$ cat src/rtl/if_id_pipe_reg.sv
// IF->ID pipeline register with valid/ready handshake and a one-entry skid buffer.
// Entries move fetch->decode with one cycle of latency and full throughput; the skid
// register absorbs the single entry that arrives while decode stalls, so ready_if is a
// pure function of registered state.
// Optional feature macro: PERF_CNT_EN adds saturating stall/bubble counters and the
// stall_cnt / bubble_cnt ports.
// Handshake: a transfer happens on a rising edge where valid and ready are both high;
// a producer holding valid high keeps its data stable until that transfer.
module if_id_pipe_reg #(
    parameter int                     pc_width    = 10,
    parameter int                     instr_width = 16,
    parameter logic [instr_width-1:0] nop_instr   = {instr_width{1'b0}},
    parameter int                     cnt_width   = 16
) (
    input  logic                   clk,
    input  logic                   rst,
    input  logic                   flush,
    input  logic [pc_width-1:0]    pc_if,
    input  logic [instr_width-1:0] instr_if,
    input  logic                   valid_if,
    output logic                   ready_if,
    output logic [pc_width-1:0]    pc_id,
    output logic [instr_width-1:0] instr_id,
    output logic                   valid_id,
    input  logic                   ready_id
`ifdef PERF_CNT_EN
    ,
    output logic [cnt_width-1:0]   stall_cnt,
    output logic [cnt_width-1:0]   bubble_cnt
`endif
);

    // EMPTY: nothing valid; FULL: main holds the output entry; SKID: main and skid both hold
    typedef enum logic [1:0] {
        EMPTY = 2'd0,
        FULL  = 2'd1,
        SKID  = 2'd2
    } state_t;

    // Counter width must be usable even when the counters are compiled out
    if (cnt_width < 1) begin : g_bad_cnt_width
        $error("cnt_width must be at least 1");
    end

    state_t                 state_q, state_d;
    logic [pc_width-1:0]    main_pc_q, main_pc_d;
    logic [instr_width-1:0] main_instr_q, main_instr_d;
    logic [pc_width-1:0]    skid_pc_q, skid_pc_d;
    logic [instr_width-1:0] skid_instr_q, skid_instr_d;

    // Handshake outputs come only from registered state, so ready_id never reaches ready_if
    assign ready_if = (state_q != SKID);
    assign valid_id = (state_q != EMPTY);
    assign pc_id    = main_pc_q;
    assign instr_id = main_instr_q;

    // Next-state and datapath loads; flush empties the pipe but keeps the last PC visible
    always_comb begin
        state_d      = state_q;
        main_pc_d    = main_pc_q;
        main_instr_d = main_instr_q;
        skid_pc_d    = skid_pc_q;
        skid_instr_d = skid_instr_q;
        if (flush) begin
            state_d      = EMPTY;
            main_instr_d = nop_instr;
            skid_pc_d    = {pc_width{1'b0}};
            skid_instr_d = {instr_width{1'b0}};
        end else begin
            case (state_q)
                EMPTY: begin
                    if (valid_if) begin
                        main_pc_d    = pc_if;
                        main_instr_d = instr_if;
                        state_d      = FULL;
                    end
                end
                FULL: begin
                    if (valid_if && ready_id) begin
                        main_pc_d    = pc_if;
                        main_instr_d = instr_if;
                    end else if (valid_if) begin
                        skid_pc_d    = pc_if;
                        skid_instr_d = instr_if;
                        state_d      = SKID;
                    end else if (ready_id) begin
                        state_d = EMPTY;
                    end
                end
                SKID: begin
                    if (ready_id) begin
                        main_pc_d    = skid_pc_q;
                        main_instr_d = skid_instr_q;
                        state_d      = FULL;
                    end
                end
                default: begin
                    state_d = EMPTY;
                end
            endcase
        end
    end

    // State and data registers with synchronous reset
    always_ff @(posedge clk) begin
        if (rst) begin
            state_q      <= EMPTY;
            main_pc_q    <= {pc_width{1'b0}};
            main_instr_q <= nop_instr;
            skid_pc_q    <= {pc_width{1'b0}};
            skid_instr_q <= {instr_width{1'b0}};
        end else begin
            state_q      <= state_d;
            main_pc_q    <= main_pc_d;
            main_instr_q <= main_instr_d;
            skid_pc_q    <= skid_pc_d;
            skid_instr_q <= skid_instr_d;
        end
    end

`ifdef PERF_CNT_EN
    localparam logic [cnt_width-1:0] cnt_one = {{(cnt_width-1){1'b0}}, 1'b1};

    logic [cnt_width-1:0] stall_cnt_q, stall_cnt_d;
    logic [cnt_width-1:0] bubble_cnt_q, bubble_cnt_d;

    assign stall_cnt  = stall_cnt_q;
    assign bubble_cnt = bubble_cnt_q;

    // Saturating counts of stalled and empty output cycles; flush does not clear them
    always_comb begin
        stall_cnt_d  = stall_cnt_q;
        bubble_cnt_d = bubble_cnt_q;
        if (valid_id && !ready_id && !(&stall_cnt_q)) begin
            stall_cnt_d = stall_cnt_q + cnt_one;
        end
        if (!valid_id && !(&bubble_cnt_q)) begin
            bubble_cnt_d = bubble_cnt_q + cnt_one;
        end
    end

    // Counter registers, cleared only by reset
    always_ff @(posedge clk) begin
        if (rst) begin
            stall_cnt_q  <= {cnt_width{1'b0}};
            bubble_cnt_q <= {cnt_width{1'b0}};
        end else begin
            stall_cnt_q  <= stall_cnt_d;
            bubble_cnt_q <= bubble_cnt_d;
        end
    end
`endif

endmodule

$ cat config.mk
export PLATFORM = sky130hd
export DESIGN_NAME = if_id_pipe_reg
export DESIGN_NICKNAME = d
export VERILOG_FILES = /design/src/rtl/if_id_pipe_reg.sv
export SDC_FILE = /design/constraint.sdc
export NUM_CORES = 1
export LEC_CHECK = 0
export CAP_MARGIN = 5
export CORE_MARGIN = 4
export CORE_UTILIZATION = 53
export CTS_BUF_LIST = sky130_fd_sc_hd__clkbuf_8 sky130_fd_sc_hd__clkbuf_16
export CTS_CLUSTER_SIZE = 8
export DETAILED_ROUTE_END_ITERATION = 10
export GPL_TIMING_DRIVEN = 0
export PLACE_DENSITY = 0.81
export SETUP_SLACK_MARGIN = 0.1
export SLEW_MARGIN = 20
export SYNTH_ARGS = -nofsm -noshare
export SYNTH_HDL_FRONTEND = slang
export SYNTH_SLANG_ARGS = --single-unit
$ cat constraint.sdc
create_clock -name clk -period 2.61 [get_ports clk]
set_clock_uncertainty 0.15 [all_clocks]
set_input_delay 0.6525 -clock clk [delete_from_list [all_inputs] [get_ports clk]]
set_output_delay 0.6525 -clock clk [all_outputs]
set_load 0.1 [all_outputs]
# Word level (Yosys, flattened, before mapping)
# Index checks and enable logic that the tools add are counted.
# op_classes
eq_ne,8
bitwise_logic,2
reduce_logical,9
n_mux,14
# op_table
cell,count
16-bit two-way mux,3
16-bit one-hot mux with 3 select lines,1
10-bit two-way mux,3
10-bit one-hot mux with 3 select lines,1
2-bit two-way mux,5
"2-bit inequality test, second input constant",5
4-bit AND reduction,2
2-bit one-hot mux with 3 select lines,1
5-bit AND reduction,1
"3-bit inequality test, second input constant",1
3-bit AND reduction,1
3-bit nonzero test,1
"2-bit by 1-bit equality test with 1-bit output, second input constant",1
"2-bit equality test, second input constant",1
2-bit logical NOT,1
1-bit inverter,2
2-bit nonzero test,1
2-bit OR reduction,1
1-bit logical AND,1
# word_totals
regBits,54
wordCells,38
input_bits,31
out_inout_bits,28

# Longest topological paths before layout
# logic_depth
depth_word,4
ltp_mapped,5
ltp_nobuf,3

# Least setup slack after synthesis
# No wires, ideal clock.
# synth_path
path_kind,reg2out
start,reg state_q[0]
end,out ready_if
path_buffers,2
path_slack_ns,0.781
path_stages_with_launch,4
arrival_time_ns,1.027
required_time_ns,1.808
cell_sequence,dfxtp_1 > nand2b_1 > buf_6 > buf_4
# synth_via
elab_chain_len,1
# synth_lines
element,line,source
start: declaration,45,"state_t state_q, state_d;"
start signal: assignment,113,state_q <= state_d;
2-bit inequality test,52,assign ready_if = (state_q != SKID);
end: declaration,21,"output logic ready_if,"
# No other way between the ends.

# Final worst setup path
# Same ends and word-level chain as after synthesis.

==> run_results.csv <==
group,metric,value,unit
timing,fin_crit_sh,91.59,%
global_routing,antenna_found_initial,0,
place,dp_cells,364,
timing,finalCriticalPeriod,2.391,ns
timing,drv_slew,0,
logic_synthesis,syn_nets,285,
logic_synthesis,yosys.area_share.simple,11.30,%
hold_path,hold-path-cell-count,2,
timing,worst_slew_margin_rel,35.29,%
global_routing,top_usage_layer,"met2",
timing,worstMarginPinSlew,0.9745,ns
route,dr_total_vias,2086,
critical_path,crit_required,1.81,ns
logic_synthesis,synth_compound_area_share,28.19,%
pwr,irDropWorstVdd,543.4,µV
clock_network,cts_sinks,54,
route,routed_via_density,5.608,
critical_path,cpMostUsedCell,"buf_6",
floorplan,die_w,76.85,µm
floorplan,start_util,56.15,%
place,numPortBuffers,58,
final_layout,nets,350,
logic_synthesis,syn_inst,254,
logic_synthesis,ys_warn_count,0,
critical_path,cp_max_fo,10,
critical_path,reg2reg_depth,5,
floorplan,rows,24,
final_layout,utilization,71.95,%
floorplan,fp.coreArea,0.004474,mm²
final_layout,most-common-layout-cells,"nand2_1, dfxtp_1, clkdlybuf4s50_1, a211oi_2, a21oi_1",
timing,timing.final.ws_setup,0.2194,ns
clock_network,clockBufferDepth,2,
global_routing,grt_max_degree,16,
logic_synthesis,ys_seq_area_share,43.03,%
route,drtAntennaViolNets,0,
logic_synthesis,synth_cell_types,23,
final_layout,drive_above_1_share,17.81,%
critical_path,cp-end-kind,"output pin",
floorplan,num_io_pins,59,
critical_path,critPathBufInv,3,
place,hpwl,4.274,mm
hold_path,min_path_type,"flop to flop",
global_routing,use_met3,5.504,%
clock_network,numCtsBuffers,5,
timing,rsz0062_at_grt,"false",
critical_path,start_kind,"flop",
global_routing,grt_pass1_wl,9.901,mm
pwr,power-per-cell-area,569.2,mW/mm²
logic_synthesis,synth_xor_xnor_area_share,0,%
clock_network,root_buffer,"clkbuf_8",
final_layout,area_growth,28.14,%
critical_path,cp_top_family,"buffers and inverters",
clock_network,hold_buffers,0,
logic_synthesis,synthAdderAreaFrac,0,%
final_layout,stdcell_count,372,
critical_path,cp_slowest_cell,"dfxtp_1",
place,gp_congestion,0.7743,
timing,fmax,418.3,MHz
critical_path,cpPeakStageDelay,0.45,ns
route,drtIter0Drc,101,
logic_synthesis,synthMuxAreaShare,10.96,%
critical_path,arrival,1.59,ns
place,place_ws,-0.3512,ns
route,wl_per_cell,16.05,µm
logic_synthesis,syn_area_per_cell,9.891,µm²
route,wl,5.972,mm
clock_network,tritoncts,"done",
logic_synthesis,synth_area,0.002512,mm²
floorplan,die-area,0.005906,mm²
clock_network,clock_latency,0.31,ns
route,dr.pass1.iters,4,
global_routing,grt_overflow,0,
critical_path,path_depth,4,
clock_network,post-cts-setup-buffers,0,
route,drc,0,
run,max-cap-violations,0,
critical_path,critPathKind,"flop to output pin",
global_routing,grt_pass1_vias,2026,
global_routing,gr-usage-met2,33.19,%
floorplan,die_y,76.85,µm
run_status,status,"complete, no violations",
pwr,power.total,1.832,mW
logic_synthesis,synth_top_family_by_area,"compound AO/OA/AOI/OAI gates",
pwr,leakagePower,1.363,nW
clock_network,clk_pin_slew_worst_paths,0.09,ns
timing,finalSetupViolations,0,
global_routing,gr-usage-all-layers,20.65,%
critical_path,cp_cell_sequence,"nand2b_1 -> buf_6 -> buf_4 -> buf_6",
final_layout,n_antenna_cell,0,
clock_network,htreeDepth,2,
logic_synthesis,ys_ff_latch,54,
timing,hold_viol,0,
global_routing,grtUsageMet1,25.42,%
-- final timing paths --
check / startpoint / to / slack (ns)
max reg2reg: state_q[1] / pc_id[9] / 0.78
min reg2reg: skid_instr_q[6] / skid_instr_q[6] / 0.31
max: state_q[0] / ready_if / 0.22
min: skid_instr_q[6] / skid_instr_q[6] / 0.31
-- layer usage --
metal  up-vias  part of all wire [%]
met2        74                    47
met1       949                    44
met3        14                   6.6
met5         -                     0
li1       1049                     -
met4         0                   2.7
-- worst min-delay path, cell delays in order (launching register included) --
cell	delay, ns
dfxtp_1	0.32
nand2_1	0.05
a21oi_1	0.05
-- area by class of cell --
cell class / count / area, µm²
clock inverter: 2 / 8.758
clock buffer: 6 / 82.58
fill: 371 / 1255
inverter: 1 / 3.754
tap: 52 / 65.06
multi-input combinational: 174 / 1267
timing repair buffer: 58 / 550.5
sequential: 54 / 1081
buffer: 25 / 160.2
-- logic make-up after synthesis --
| kind of cell | count (synthesis) |
|---|---|
| buf+inv | 26 |
| simple gates | 64 |
| compound gates | 83 |
| flops | 54 |
| mux | 27 |
-- synthesized netlist by cell type (all sizes together) --
library cell  count  area [µm²]
mux2i            26       260.3
inv               1       3.750
a21o              3       30.02
dfxtp            54        1081
buf              15       122.6
nor4bb            1       10.01
a21oi            27       135.1
and3b             1       8.760
a211oi           53       543.0
nand4bb           1       11.26
nand2b            1       6.260
and4bb            1       12.51
mux2              1       15.01
or3b              1       8.760
clkbuf           10       37.54
or2               2       12.51
nand2            54       202.7
nand3b            1       7.510
nor2              1       3.750
-- metrics by stage --
step / cell area [µm²] / TNS [ns] / hold slack (ns)
6_report: 3219 / 0 / 0.3080
5_1_grt: 3219 / 0 / 0.3200
4_1_cts: 3213 / 0 / 0.3076
3_5_place_dp: 3158 / -0.3512 / 0.2956
3_3_place_gp: 3158 / -0.3457 / 0.2903
2_1_floorplan: 2512 / 0 / 0.2857
-- timing repair --
action                                  in CTS  in global routing
endpoints found under the setup margin      28                  1
pin swaps                                    0                  0
gates resized for setup                     34                  3
-- report_power, final --
group          leakage [nW]  total (mW)  internal, mW  switching, mW
Combinational         0.871       0.479         0.143          0.336
Clock                0.0524       0.481         0.211          0.270
Sequential            0.440       0.873         0.854         0.0187
Total                  1.36        1.83          1.21          0.625
-- registers in the layout, indices dropped and copies added (netlist names) --
register / cells
state_q: 2
skid_pc_q: 10
skid_instr_q: 16
pc_id: 10
instr_id: 16
Power figures use the tool's default switching activity.
